$ cat src/rtl/fwd_hazard_ctrl.sv
// -----------------------------------------------------------------------------
// fwd_hazard_ctrl
//   Forwarding and load-use hazard controller for a 5-stage pipeline.
//   A shadow pipeline tracks the producers now in EX and MEM. When an
//   instruction leaves ID, its operand-forwarding selects are computed and
//   registered, so they are stable for the whole EX cycle of that instruction.
//   A load in EX whose destination is read by the ID instruction produces a
//   one-cycle stall. A flush kills the ID instruction and takes priority over
//   the stall.
//
//   Select encoding: 00 = register file, 01 = WB result, 10 = MEM ALU result.
//
//   Optional feature: define FWD_STALL_CNT_EN to add the saturating
//   load-use stall counter and its stall_count output port.
//
// Ports
//   clk          : pipeline clock, rising edge
//   reset        : synchronous, active-high reset
//   id_valid     : ID stage holds a real instruction
//   id_rs1/rs2   : source register indices of the ID instruction
//   id_use_rs1/2 : ID instruction actually reads rs1/rs2
//   id_rd        : destination register index of the ID instruction
//   id_reg_write : ID instruction writes rd
//   id_mem_read  : ID instruction is a load
//   flush        : taken branch/jump resolved in EX; kill the ID instruction
//   stall        : hold PC and IF/ID (combinational)
//   fwd_a/fwd_b  : registered operand selects for the instruction in EX
//   stall_count  : load-use stall cycles (FWD_STALL_CNT_EN only)
// -----------------------------------------------------------------------------
module fwd_hazard_ctrl #(
  parameter int REG_ADDR_W = 5,
  parameter int CNT_W      = 32
) (
  input  logic                  clk,
  input  logic                  reset,
  input  logic                  id_valid,
  input  logic [REG_ADDR_W-1:0] id_rs1,
  input  logic [REG_ADDR_W-1:0] id_rs2,
  input  logic                  id_use_rs1,
  input  logic                  id_use_rs2,
  input  logic [REG_ADDR_W-1:0] id_rd,
  input  logic                  id_reg_write,
  input  logic                  id_mem_read,
  input  logic                  flush,
  output logic                  stall,
  output logic [1:0]            fwd_a,
  output logic [1:0]            fwd_b
`ifdef FWD_STALL_CNT_EN
  ,
  output logic [CNT_W-1:0]      stall_count
`endif
);

  localparam logic [1:0] SEL_RF  = 2'b00;
  localparam logic [1:0] SEL_WB  = 2'b01;
  localparam logic [1:0] SEL_MEM = 2'b10;

  // A slot supplies a value for source rs only if it really writes a
  // non-zero register equal to rs and the source is actually read.
  function automatic logic hit(input logic                  v,
                               input logic                  wr,
                               input logic [REG_ADDR_W-1:0] rd,
                               input logic [REG_ADDR_W-1:0] rs,
                               input logic                  use_rs);
    return use_rs && v && wr && (rd != '0) && (rd == rs);
  endfunction

  function automatic logic [CNT_W-1:0] sat_inc(input logic [CNT_W-1:0] v);
    return (&v) ? v : v + 1'b1;
  endfunction

  // Only the EX and MEM producers steer forwarding decisions: a producer in
  // MEM at issue time is in WB during the consumer's EX cycle, which is what
  // select 01 means. The WB slot and the consumer's source fields therefore
  // never influence an output and are not stored.
  logic                  ex_valid_q, ex_valid_d;
  logic [REG_ADDR_W-1:0] ex_rd_q, ex_rd_d;
  logic                  ex_reg_write_q, ex_reg_write_d;
  logic                  ex_mem_read_q, ex_mem_read_d;
  logic                  mem_valid_q, mem_valid_d;
  logic [REG_ADDR_W-1:0] mem_rd_q, mem_rd_d;
  logic                  mem_reg_write_q, mem_reg_write_d;
  logic [1:0]            fwd_a_q, fwd_a_d;
  logic [1:0]            fwd_b_q, fwd_b_d;

  logic load_use;
  logic issue;

  always_comb begin
    load_use = id_valid && ex_valid_q && ex_mem_read_q && (ex_rd_q != '0) &&
               ((id_use_rs1 && (ex_rd_q == id_rs1)) ||
                (id_use_rs2 && (ex_rd_q == id_rs2)));
    // A killed instruction never stalls.
    stall    = load_use && !flush;
    issue    = id_valid && !flush && !load_use;

    mem_valid_d     = ex_valid_q;
    mem_rd_d        = ex_rd_q;
    mem_reg_write_d = ex_reg_write_q;

    // Data fields are captured every cycle; ex_valid_d alone marks a bubble.
    ex_valid_d     = issue;
    ex_rd_d        = id_rd;
    ex_reg_write_d = id_reg_write;
    ex_mem_read_d  = id_mem_read;

    // The EX producer is newer than the MEM producer, so it is tested first.
    fwd_a_d = SEL_RF;
    fwd_b_d = SEL_RF;
    if (issue) begin
      if (hit(ex_valid_q, ex_reg_write_q, ex_rd_q, id_rs1, id_use_rs1))
        fwd_a_d = SEL_MEM;
      else if (hit(mem_valid_q, mem_reg_write_q, mem_rd_q, id_rs1, id_use_rs1))
        fwd_a_d = SEL_WB;
      if (hit(ex_valid_q, ex_reg_write_q, ex_rd_q, id_rs2, id_use_rs2))
        fwd_b_d = SEL_MEM;
      else if (hit(mem_valid_q, mem_reg_write_q, mem_rd_q, id_rs2, id_use_rs2))
        fwd_b_d = SEL_WB;
    end
  end

  // ID -> EX / EX -> MEM boundary: control state
  always_ff @(posedge clk) begin
    if (reset) begin
      ex_valid_q  <= 1'b0;
      mem_valid_q <= 1'b0;
      fwd_a_q     <= SEL_RF;
      fwd_b_q     <= SEL_RF;
    end else begin
      ex_valid_q  <= ex_valid_d;
      mem_valid_q <= mem_valid_d;
      fwd_a_q     <= fwd_a_d;
      fwd_b_q     <= fwd_b_d;
    end
  end

  // ID -> EX / EX -> MEM boundary: slot data, qualified by the valid bits
  always_ff @(posedge clk) begin
    ex_rd_q         <= ex_rd_d;
    ex_reg_write_q  <= ex_reg_write_d;
    ex_mem_read_q   <= ex_mem_read_d;
    mem_rd_q        <= mem_rd_d;
    mem_reg_write_q <= mem_reg_write_d;
  end

  assign fwd_a = fwd_a_q;
  assign fwd_b = fwd_b_q;

`ifdef FWD_STALL_CNT_EN
  logic [CNT_W-1:0] stall_count_q, stall_count_d;

  always_comb begin
    stall_count_d = stall ? sat_inc(stall_count_q) : stall_count_q;
  end

  always_ff @(posedge clk) begin
    if (reset) stall_count_q <= '0;
    else       stall_count_q <= stall_count_d;
  end

  assign stall_count = stall_count_q;
`endif

endmodule
$ cat config.mk
export PLATFORM = sky130hd
export DESIGN_NAME = fwd_hazard_ctrl
export DESIGN_NICKNAME = d
export VERILOG_FILES = /design/src/rtl/fwd_hazard_ctrl.sv
export SDC_FILE = /design/constraint.sdc
export NUM_CORES = 1
export LEC_CHECK = 0
export CORE_MARGIN = 3
export CORE_UTILIZATION = 55
export DETAILED_ROUTE_END_ITERATION = 8
export DONT_BUFFER_PORTS = 1
export GPL_ROUTABILITY_DRIVEN = 0
export PLACE_DENSITY = 0.78
export SLEW_MARGIN = 15
export SYNTH_ARGS = -nofsm -noshare
export SYNTH_HDL_FRONTEND = slang
export SYNTH_SLANG_ARGS = --single-unit
$ cat constraint.sdc
create_clock -name clk -period 2.25 [get_ports clk]
set_clock_uncertainty 0.1 [all_clocks]
set_input_delay 0.5625 -clock clk [delete_from_list [all_inputs] [get_ports clk]]
set_output_delay 0.5625 -clock clk [all_outputs]
set_load 0.05 [all_outputs]
Yosys cells after proc, flatten, opt, wreduce, memory -nomap -nowiden

Index checks and enable logic that the tools add are counted.

Flip-flop bits (word level): 19
Word-level logic and storage cells: 53
Output and inout bits: 5

Reduce and logical (&&, ||, !) cells: 33
Bitwise gates (word level): 1
Eq/ne operators: 4
Multiplexer cells: 4

Operators by type and width:

| kind                | number |
|---|---|
| 1-bit logical AND   | 25 |
| 5-bit equality test | 4 |
| 5-bit nonzero test  | 2 |
| 3-bit OR reduction  | 2 |
| 2-bit 2-to-1 mux    | 2 |
| 1-bit logical NOT   | 2 |
| 1-bit 2-to-1 mux    | 2 |
| 2-bit OR reduction  | 1 |
| 1-bit logical OR    | 1 |
| 1-bit inverter      | 1 |

Depth between registers and ports, before layout

Word-level depth: 8
Mapped depth: 5
Gate-level depth less buffers: 5

Worst setup path after synthesis

No wires, ideal clock.

Path type: input -> output
From: input id_rs1[4]
To: output stall
Data arrival time: 1693 ps
Path buffers: 0
Stages on the path: 5
Setup slack: -106 ps
Path through: xor2_1 -> nor4_1 -> nand3_1 -> a21oi_2 -> and2b_1

Cells in the longest elaborated chain, start to end: 5

RTL lines:

| element             | line | RTL |
|---|---|---|
| start, declared     | 37   | `input logic [REG_ADDR_W-1:0] id_rs1,` |
| 5-bit equality test | 91   | `((id_use_rs1 && (ex_rd_q == id_rs1)) \|\|` |
| 1-bit logical AND   | 91   |  |
| 1-bit logical OR    | 91   |  |
| 1-bit logical AND   | 90   | `load_use = id_valid && ex_valid_q && ex_mem_read_q && (ex_rd_q != '0) &&` |
| 1-bit logical AND   | 94   | `stall = load_use && !flush;` |
| end, declared       | 45   | `output logic stall,` |

Every way passes these cells.

Worst setup path after layout

From: register ex_rd_q[4]
To: output stall

Cells in the longest elaborated chain, start to end: 5
Elaborated cells between the ends (all ways): 9
Those cells by class: 2 x eq/ne; 7 x reduce/logical

RTL lines:

| element                                       | line   | RTL |
|---|---|---|
| start, declared                               | 77     | `logic [REG_ADDR_W-1:0] ex_rd_q, ex_rd_d;` |
| start signal, assigned                        | 139    | `ex_rd_q <= ex_rd_d;` |
| 5-bit equality test, on equally long branches | 91, 92 |  |
| 1-bit logical AND, on equally long branches   | 91, 92 |  |
| 1-bit logical OR                              | 91     |  |
| 1-bit logical AND *                           | 90     |  |
| 1-bit logical AND *                           | 94     |  |

Every way passes the cells marked *; elsewhere a longest branch is shown, timed or not.

==> run metrics <==
clock network power share=27.3%; Post-Syn Instances=70; Avg WL per Cell=14.9 um; Placement Rows=12; post-synth cell types=16; Reg power frac=64.7%; max_slew headroom=68.6%; Synth Net Count=93; Max-Cap Viols=0; WL final=1380 um; Vias=531; Sw Ratio=20.9%; Psw=0.000117 W; Synth Warn #=0; worst reg2reg endpoint=fwd_b[0]; Arrival @ worst endpoint=1700 ps; slew of the pin with the lowest slew margin=471 ps; pre-CTS setup slack=-87.7 ps; clk_lat worst skew=280 ps; number of vias per cell=5.71; vias in the first global route=505; Post-DP HPWL=1090 um; share of the synthesized area in the top cell type=52.8%; Final #Nets=103; type of origin of the critical path=flop; DP Cell Count=86; Critical Path Fanout Max=4; worst r2r src=ex_rd_q[4]; leakage power=0.309 nW; CTS root buffer=clkbuf_4; chip width=42.2 um; FF+latch count, synth=19; R2R cell count=6; failing checks=negative setup slack; largest cells by area after synthesis=dfxtp_1, xor2_1, xnor2_1; design area=817 sq um; RSZ-0062 raised after global routing=yes; crit path capture type=output pin; Detailed Routing Iterations Pass 1=4; Max Freq=424 MHz; Power Internal=0.000444 W; status=finished with violations; H-tree depth=1; Seq/Total Area, Yosys=52.8%; CTS tree=yes; slowest CP cell=dfxtp_2; WHS Endpoint=ex_rd_q[2]; Die Span Y=42.2 um; VDD IR max=0.000444 V; diode count=0; hold-fix buffers at CTS=0; WP data required=1590 ps; Post-Syn Area per Cell=10.3 sq um; critical path cell sequence=xor2_1, nor4_2, nand3_1, a21oi_2, and2b_4; kind of critical path=flop to output pin; starting DRC count in detailed routing=19; pin count of the biggest net entering global routing=11; Hold Path Depth=0; DRC errors left=0; die area=1780 sq um; Detail Route Antenna Nets=0; setup ws final=-110 ps; Total Routing Usage GR=15.9%; initial antenna violation count=0; max-slew violation count=0; # setup viols final=1; Port Buffer Count=0; R2R setup slack=640 ps; Hold WC Path Type=input pin to flop; combinational fraction of design power=8.0%; GRT overflow=0; total power=0.000561 W; Clock transition at path regs=90 ps; Layout area overhead=13.4%; post-layout util=69.8%; core area=1170 sq um; Max stage delay on crit path=360 ps; first-pass GRT wire length=2150 um; power density cells=687 nW/um^2; WP buf/inv=0; cell taking the most area after synthesis=dfxtp_1; Final min period=2360 ps; Longest Clk Path Bufs=2; CTS Buf Count=3; Hold Vio Cnt, Final=0; layout cells sized above 1=17.7%; final period utilization=105%; cell family with most CP delay=simple AND/OR/NAND/NOR gates; Hold Path Origin=id_rd[2]; Top Ports=28; fin cells=93; synthesized area=721 sq um; post-placement cell area=754 sq um; starting density of the core=61.5%; clk sinks=19
[worst max path at each step]
| stage | cells past startpoint | slack (ps) | startpoint | to |
|---|---|---|---|---|
| 2_1_floorplan | 5 | 1 | id_rs1[4] | stall |
| 3_3_place_gp | 5 | -100 | id_rs1[4] | stall |
| 6_report | 5 | -110 | ex_rd_q[4] | stall |
| 4_1_cts | 5 | -110 | ex_rd_q[3] | stall |
| 5_1_grt | 5 | -220 | ex_rd_q[4] | stall |
| 3_5_place_dp | 5 | -90 | id_rs1[4] | stall |
[synth_stat cells (all sizes together)]
library cell and n:
nand2 4, nand3 5, dfxtp 19, nor2b 1, a21oi 1, nand4 1
xor2 16, nor2 6, or4 1, and2b 1, a211oi 2, nor4 4
xnor2 4, o21ai 3, or3 1, nor3 1
[state kept, by name, summed over array words and instances, names as in the netlist]
register	cells
ex_valid_q	1
mem_valid_q	1
ex_reg_write_q	1
ex_mem_read_q	1
mem_reg_write_q	1
fwd_a	2
ex_rd_q	5
fwd_b	2
mem_rd_q	5
[placed cells by master, fill, tap and decap left out, types with 2 or more instances in the layout]
master and count:
dfxtp_2 2, nor2_1 6, nand2_1 4, xor2_1 16
clkbuf_4 3, nor4_1 3, nand3_1 5, buf_4 5
a211oi_1 2, o21ai_0 3, dfxtp_1 16, xnor2_1 4
[area by class of cell]
type	count	area, sq um
Sequential cell	19	387
Fill cell	89	354
Timing Repair Buffer	5	37.5
Tap cell	14	17.5
Multi-Input combinational cell	51	349
Clock buffer	4	26.3
[repair_timing]
action,CTS,global route
pin swaps,6,3
cloned,0,0
setup buffers,3,0
endpoints found under the setup margin,1,1
resized for setup,5,1
[worst reg2reg max path: cells and delay by family, from the launching register on]
family	cells	cell delay (ps)
and+or+nand+nor	2	450
DFF	1	360
buffers and inverters	1	170
xor gates and xnor gates	1	180
AOI/OAI and AO/OA	2	240
[power by group through the flow]
stage,clock network (W),registers (W),logic [W]
after CTS,0.000163,0.000363,0.0000420
after detailed placement,0,0.000371,0.0000369
after global placement,0,0.000371,0.0000356
after floorplan,0,0.000368,0.0000315
final,0.000153,0.000363,0.0000446
after global routing,0.000175,0.000365,0.0000491
[cells by family after synthesis]
group	Yosys count	share of synthesized area, %
AO/OA/AOI/OAI	6	5.38
flip-flops	19	52.8
AND/OR/NAND/NOR	25	17.5
XOR/XNOR	20	24.3
[per-layer routing]
metal  up-vias  global-route usage (%)  part of all wire (%)
met5         -                       0                     0
met4         0                    6.21                  0.58
met3         2                    6.44                   8.8
met2        28                    25.2                    49
met1       242                    19.0                    41
li1        259                       -                     -
[through the flow]
step                setup TNS, ps  hold WS [ps]
floorplan                       0           230
global placement            -97.7           237
detailed placement          -87.7           244
CTS                          -108           189
global route                 -217           175
finish                       -110           199
(Power assumes the default switching activity.)
